File: config.mk
export PLATFORM = sky130hd
export DESIGN_NAME = mcb_port_arbiter
export DESIGN_NICKNAME = d
export VERILOG_FILES = /design/src/rtl/mcb_port_arbiter.sv
export SDC_FILE = /design/constraint.sdc
export NUM_CORES = 1
export LEC_CHECK = 0
export ABC_CLOCK_PERIOD_IN_PS = 1600
export BUFFER_PORTS_ARGS = -buffer_cell sky130_fd_sc_hd__buf_2
export CAP_MARGIN = 10
export CORE_AREA = 2 2 363 365
export DETAILED_ROUTE_END_ITERATION = 16
export DIE_AREA = 0 0 365 367
export HOLD_SLACK_MARGIN = 0.12
export SETUP_SLACK_MARGIN = 0.05
export SYNTH_ARGS = -nofsm -noshare
export SYNTH_HDL_FRONTEND = slang
export SYNTH_SLANG_ARGS = --single-unit
File: constraint.sdc
create_clock -name clk -period 1.6 [get_ports clk]
set_input_delay 0.24 -clock clk [delete_from_list [all_inputs] [get_ports clk]]
set_output_delay 0.24 -clock clk [all_outputs]
set_load 0.01 [all_outputs]
File: src/rtl/mcb_port_arbiter.sv
// mcb_port_arbiter: N-channel arbiter/sequencer driving one MCB user port (cmd/wr/rd FIFOs)
module mcb_port_arbiter #(
    parameter int NCH     = 3,
    parameter int ADDR_W  = 30,
    parameter int DATA_W  = 128,
    parameter int BL_W    = 6,
    parameter int RR      = 0,
    parameter int TIMEOUT = 1023
) (
    input  logic                  clk,
    input  logic                  rst,
    input  logic                  calib_done,
    input  logic [NCH-1:0]        ch_req,
    input  logic [NCH-1:0]        ch_we,
    input  logic [NCH*ADDR_W-1:0] ch_addr,
    input  logic [NCH*BL_W-1:0]   ch_bl,
    output logic [NCH-1:0]        ch_busy,
    output logic [NCH-1:0]        ch_wd_rd,
    input  logic [NCH*DATA_W-1:0] ch_wdata,
    output logic [DATA_W-1:0]     rd_data,
    output logic [NCH-1:0]        rd_valid,
    output logic [BL_W-1:0]       rd_beat,
    output logic                  cmd_en,
    output logic [2:0]            cmd_instr,
    output logic [ADDR_W-1:0]     cmd_byte_addr,
    output logic [BL_W-1:0]       cmd_bl,
    output logic                  wr_en,
    output logic [DATA_W-1:0]     wr_data,
    input  logic                  wr_empty,
    output logic                  rd_en,
    input  logic [DATA_W-1:0]     rd_data_mcb,
    input  logic                  rd_empty,
    output logic                  wdog_err
);
    localparam int GW = $clog2(NCH);
    localparam int TW = $clog2(TIMEOUT + 1);

    typedef enum logic [2:0] {IDLE, WFILL, WCMD, WDRAIN, RWAIT, RSTREAM, DONE} state_t;

    state_t          state;
    logic [NCH-1:0]  req_m, req_s, armed, elig;
    logic [GW-1:0]   ptr, gsel, gnt;
    logic            gnt_v;
    logic [BL_W-1:0] cnt;
    logic [TW-1:0]   wcnt;

    // The beat comes straight from the owning channel in the cycle wr_en is high
    assign wr_data = wr_en ? ch_wdata[gsel*DATA_W +: DATA_W] : '0;

    // A write channel is only worth granting when the MCB write FIFO is empty
    always_comb begin
        for (int i = 0; i < NCH; i++)
            elig[i] = req_s[i] & armed[i] & (~ch_we[i] | wr_empty);
    end

    // Highest-priority eligible channel; the last hit in the scan has top priority
    always_comb begin
        int idx;
        gnt_v = 1'b0;
        gnt   = '0;
        idx   = 0;
        for (int j = NCH; j >= 1; j--) begin
            idx = RR != 0 ? (int'(ptr) + j) % NCH : j - 1;
            if (elig[idx]) begin
                gnt_v = 1'b1;
                gnt   = GW'(idx);
            end
        end
    end

    // Request sync, arming, burst sequencing and watchdog
    always_ff @(posedge clk) begin
        if (!rst) begin
            state         <= IDLE;
            req_m         <= '0;
            req_s         <= '0;
            armed         <= '1;
            ptr           <= GW'(NCH - 1);
            gsel          <= '0;
            cnt           <= '0;
            wcnt          <= '0;
            ch_busy       <= '0;
            ch_wd_rd      <= '0;
            rd_data       <= '0;
            rd_valid      <= '0;
            rd_beat       <= '0;
            cmd_en        <= 1'b0;
            cmd_instr     <= '0;
            cmd_byte_addr <= '0;
            cmd_bl        <= '0;
            wr_en         <= 1'b0;
            rd_en         <= 1'b0;
            wdog_err      <= 1'b0;
        end else begin
            req_m    <= ch_req;
            req_s    <= req_m;
            armed    <= armed | ~req_s;
            cmd_en   <= 1'b0;
            wr_en    <= 1'b0;
            rd_valid <= '0;
            ch_wd_rd <= '0;
            wcnt     <= '0;
            case (state)
                IDLE: if (calib_done && gnt_v) begin
                    gsel          <= gnt;
                    ptr           <= gnt;
                    ch_busy       <= NCH'(1) << gnt;
                    cmd_byte_addr <= ch_addr[gnt*ADDR_W +: ADDR_W];
                    cmd_bl        <= ch_bl[gnt*BL_W +: BL_W];
                    cmd_instr     <= ch_we[gnt] ? 3'b000 : 3'b001;
                    cnt           <= '0;
                    if (ch_we[gnt]) begin
                        ch_wd_rd <= NCH'(1) << gnt;
                        state    <= WFILL;
                    end else begin
                        cmd_en <= 1'b1;
                        state  <= RWAIT;
                    end
                end
                WFILL: begin
                    wr_en <= |ch_wd_rd;
                    if (|ch_wd_rd) begin
                        if (cnt != cmd_bl) begin
                            ch_wd_rd <= ch_busy;
                            cnt      <= cnt + 1'b1;
                        end
                    end else begin
                        cmd_en      <= 1'b1;
                        ch_busy     <= '0;
                        armed[gsel] <= ~req_s[gsel];
                        state       <= WCMD;
                    end
                end
                WCMD: state <= WDRAIN;
                WDRAIN: begin
                    if (wr_empty) state <= IDLE;
                    else if (wcnt == TW'(TIMEOUT - 1)) begin
                        wdog_err <= 1'b1;
                        state    <= IDLE;
                    end else wcnt <= wcnt + 1'b1;
                end
                RWAIT: begin
                    if (!rd_empty) begin
                        rd_en <= 1'b1;
                        state <= RSTREAM;
                    end else if (wcnt == TW'(TIMEOUT - 1)) begin
                        wdog_err    <= 1'b1;
                        ch_busy     <= '0;
                        armed[gsel] <= ~req_s[gsel];
                        state       <= IDLE;
                    end else wcnt <= wcnt + 1'b1;
                end
                RSTREAM: if (!rd_empty) begin
                    rd_data  <= rd_data_mcb;
                    rd_valid <= ch_busy;
                    rd_beat  <= cnt;
                    cnt      <= cnt + 1'b1;
                    if (cnt == cmd_bl) begin
                        rd_en <= 1'b0;
                        state <= DONE;
                    end
                end
                DONE: begin
                    ch_busy     <= '0;
                    armed[gsel] <= ~req_s[gsel];
                    state       <= IDLE;
                end
                default: state <= IDLE;
            endcase
        end
    end
endmodule
==> metrics.md <==
| Metric | Value |
|---|---|
| Core area | `130000 um2` |
| Final Hold Viols | `0` |
| Tmin final | `2.50 ns` |
| Fillers | `about 14000` |
| Initial DRC count | `between 1000 and 1500` |
| Startpoint Class | `flop` |
| Post-synth EDFFs | `0` |
| Clock insertion delay at the later pin of the skew report | `0.59 ns` |
| LEAKAGE | `12.6 nW` |
| DRC | `0` |
| Hold depth | `4` |
| Antenna violations before repair | `65` |
| Final nets | `3695` |
| Pint | `11.7 mW` |
| Register clock-pin slew on the reported worst setup and hold paths | `0.07 ns` |
| Most frequent cells in the layout | `820 x buf_2, 342 x nand2_1, 227 x dlygate4sd3_1, 200 x dfxtp_1, 154 x buf_6` |
| Grt met1 use | `0.255` |
| Switch Pwr | `roughly 5.2 mW` |
| Share of layout cells above drive strength 1 | `0.587` |
| Final setup violation count | `slightly below 300` |
| Sequential share of the synthesized area | `0.360` |
| GR Util All Layers | `0.192` |
| First-pass GRT wire length | `172000 um` |
| R2r startpoint | `state[1]` |
| Register bit total from synthesis | `214` |
| Fin Hold WS | `between 0.15 and 0.2 ns` |
| FP Rows | `around 130` |
| Outcome | `complete, but fails checks` |
| DIE AREA | `about 130000 um2` |
| Htree depth | `1` |
| Crit-path max FO | `14` |
| Critical Path RT | `between 1 and 1.5 ns` |
| Buffers on Ports | `942` |
| Chip width | `between 300 and 400 um` |
| Die H | `367 um` |
| Post-Place Worst Slack | `-0.788 ns` |
| Largest net degree at the start of global routing | `47` |
| Post-layout util | `0.228` |
| Clock sinks | `214` |
| RSZ-0062 raised after global routing | `yes` |
| Commonest non-fill, non-tap cell in the layout | `buf_2` |
| Async SR Flop Fraction | `0` |
| Failing checks | `setup timing` |
| Switch share | `0.308` |
| CTS buffer count | `28` |
| Clock Power Share | `0.393` |
| Combinational fraction of design power | `0.282` |
| DRT Pass-1 Iters | `5` |
| Type of the worst min-delay path | `in -> reg` |
| Worst hold path startpoint | `ch_addr[55]` |
| DP HPWL | `between 100000 and 150000 um` |
| Setup Skew | `0.0223 ns` |
| Minimum setup slack among reg-to-reg paths | `-0.17 ns` |
| Fraction of power consumed by sequential logic | `0.326` |
| Gpl congestion | `between 1 and 1.5` |
| Vias in the first global route | `18283` |
| Grt peak-use layer | `met2` |
| CTS tree | `built` |
| Prevailing post-synth register cell | `dfxtp_1` |
| I/O pin count | `945` |
| YS warnings | `0` |
| Reg2reg end | `gsel[0]` |
| Crit Path Category | `reg -> out` |
| Final WS setup | `-0.896 ns` |
| Clock Tree Buf Depth | `3` |
| GR Overflow Total | `0` |
| MaxCap Viol Count | `0` |
| R2R depth | `8` |
| Drt total wl | `138000 um` |
| Syn Inst Count | `about 1600` |
| Pins Over Slew Limit | `0` |
| Antenna Nets Post-Route | `0` |
| Starting Density | `0.0913` |
| Fmax | `401 MHz` |
| Area grow syn2layout | `150%` |
| Met2 Track Usage GR | `0.316` |
| Mean Syn Cell Area | `7.29 um2` |
| DR WL/cell | `28.3 um` |
| Mapped cell area | `between 10000 and 15000 um2` |
| M3 GR Usage | `0.0342` |
| DR vias/cell | `~3.8` |
| Vias | `18540` |
| Hold-critical path endpoint | `cmd_byte_addr[25]` |
| CTS root buf | `clkbuf_16` |
| Final period util | `1.56` |
| Synth cell types | `57` |
| Worst EP arrival | `2.26 ns` |
| Power Density | `570 nW/um2` |
| Peak supply drop | `0.000801 V` |
| Setup crit end kind | `output port` |
flip-flops by register name, indices dropped and copies added (netlist names), 6 cells and up:
signal / flops
cmd_byte_addr: 30
cmd_bl: 6
cnt: 6
rd_data: 128
wcnt: 10
rd_beat: 6
critical path: stages (launching register included):
cell       delay (ns)
dfxtp_4          0.40
nor2b_4          0.14
buf_12           0.16
bufbuf_16        0.31
nand2_1          0.09
o21ai_2          0.11
and2_4           0.23
buf_12           0.12
buf_12           0.09
Yosys cell counts, drive strengths merged, types with 5 or more instances:
library cell  number  area [um2]
nand2            455        1720
dfxtp            214        4280
a21oi            203        1020
o21ai            142         711
and2             136         851
mux2i            128        1280
clkbuf            80         300
buf               51         263
nor2              50         193
nand3             33         165
a22oi             23         191
o22ai             17         106
o211ai            16         125
xor2              15         131
nand2b            11        83.8
and3               5        31.3
inv                5        18.8
kinds of logic (layout without fill, tap and decap cells):
kind of cell | after synthesis | in the layout | synth area share
compound gates | 420 | 420 | 0.196
xor+xnor | 18 | 18 | 0.0132
fa+ha+maj | 3 | 3 | 0.00315
buf+inv | 136 | 1581 | 0.0489
flops | 214 | 214 | 0.360
mux | 128 | 128 | 0.108
other cells | 1 | 22 | 0.000315
simple gates | 714 | 715 | 0.271
worst max-delay path by stage:
stage,end,cells after the start,start,slack (ns)
finish,wr_data[73],8,gsel[0],-0.90
global route,wr_data[86],8,gsel[0],-0.96
CTS,wr_data[21],8,gsel[0],-0.93
detailed placement,wr_data[49],7,gsel[0],-0.79
global placement,wr_data[51],5,gsel[0],-0.84
floorplan,wr_data[119],7,gsel[1],0.04
per-layer routing:
metal  wire [um]  share of wire
met1       61700           0.45
met2       63100           0.46
met3        7970          0.058
met4        4840          0.035
met5          27        0.00020
metrics by stage:
step | area (um2) | cells | setup TNS [ns] | total power, mW
global placement | 21400 | 4439 | -59.89 | 8.63
global route | 29700 | 4849 | -132.31 | 17.5
CTS | 28000 | 4811 | -114.18 | 16.8
floorplan | 12000 | 1635 | 0 | 6.56
detailed placement | 21400 | 4439 | -65.52 | 8.61
finish | 29700 | 4856 | -110.96 | 17.0
power groups by stage:
stage	combinational [mW]	clock (mW)	sequential [mW]
2_1_floorplan	0.904	0	5.65
3_3_place_gp	3.01	0	5.61
3_5_place_dp	3.00	0	5.61
4_1_cts	4.40	6.85	5.51
5_1_grt	5.00	7.01	5.53
6_report	4.78	6.65	5.52
cell type report:
type | instances | area, um2 | share of cell area
inverters | 5 | 23.8 | 0.000799
multi-input cells | 1286 | 9380 | 0.315
flip-flops and latches | 214 | 4310 | 0.145
clock buffers | 38 | 788 | 0.0265
clock inverters | 12 | 160 | 0.00538
diodes | 20 | 50.0 | 0.00168
well taps | 1755 | 2200 | 0.0738
repair buffers | 1526 | 12800 | 0.431
repair_timing:
action / 4_1_cts / 5_1_grt
pin swaps: 157 / 172
hold endpoints to repair: 175 / 0
gates resized for setup: 683 / 388
setup endpoints to repair: 331 / 339
gates cloned: 28 / 9
hold buffers: 227 / 0
buffers inserted: 83 / 48
Power figures use the tool's default switching activity.
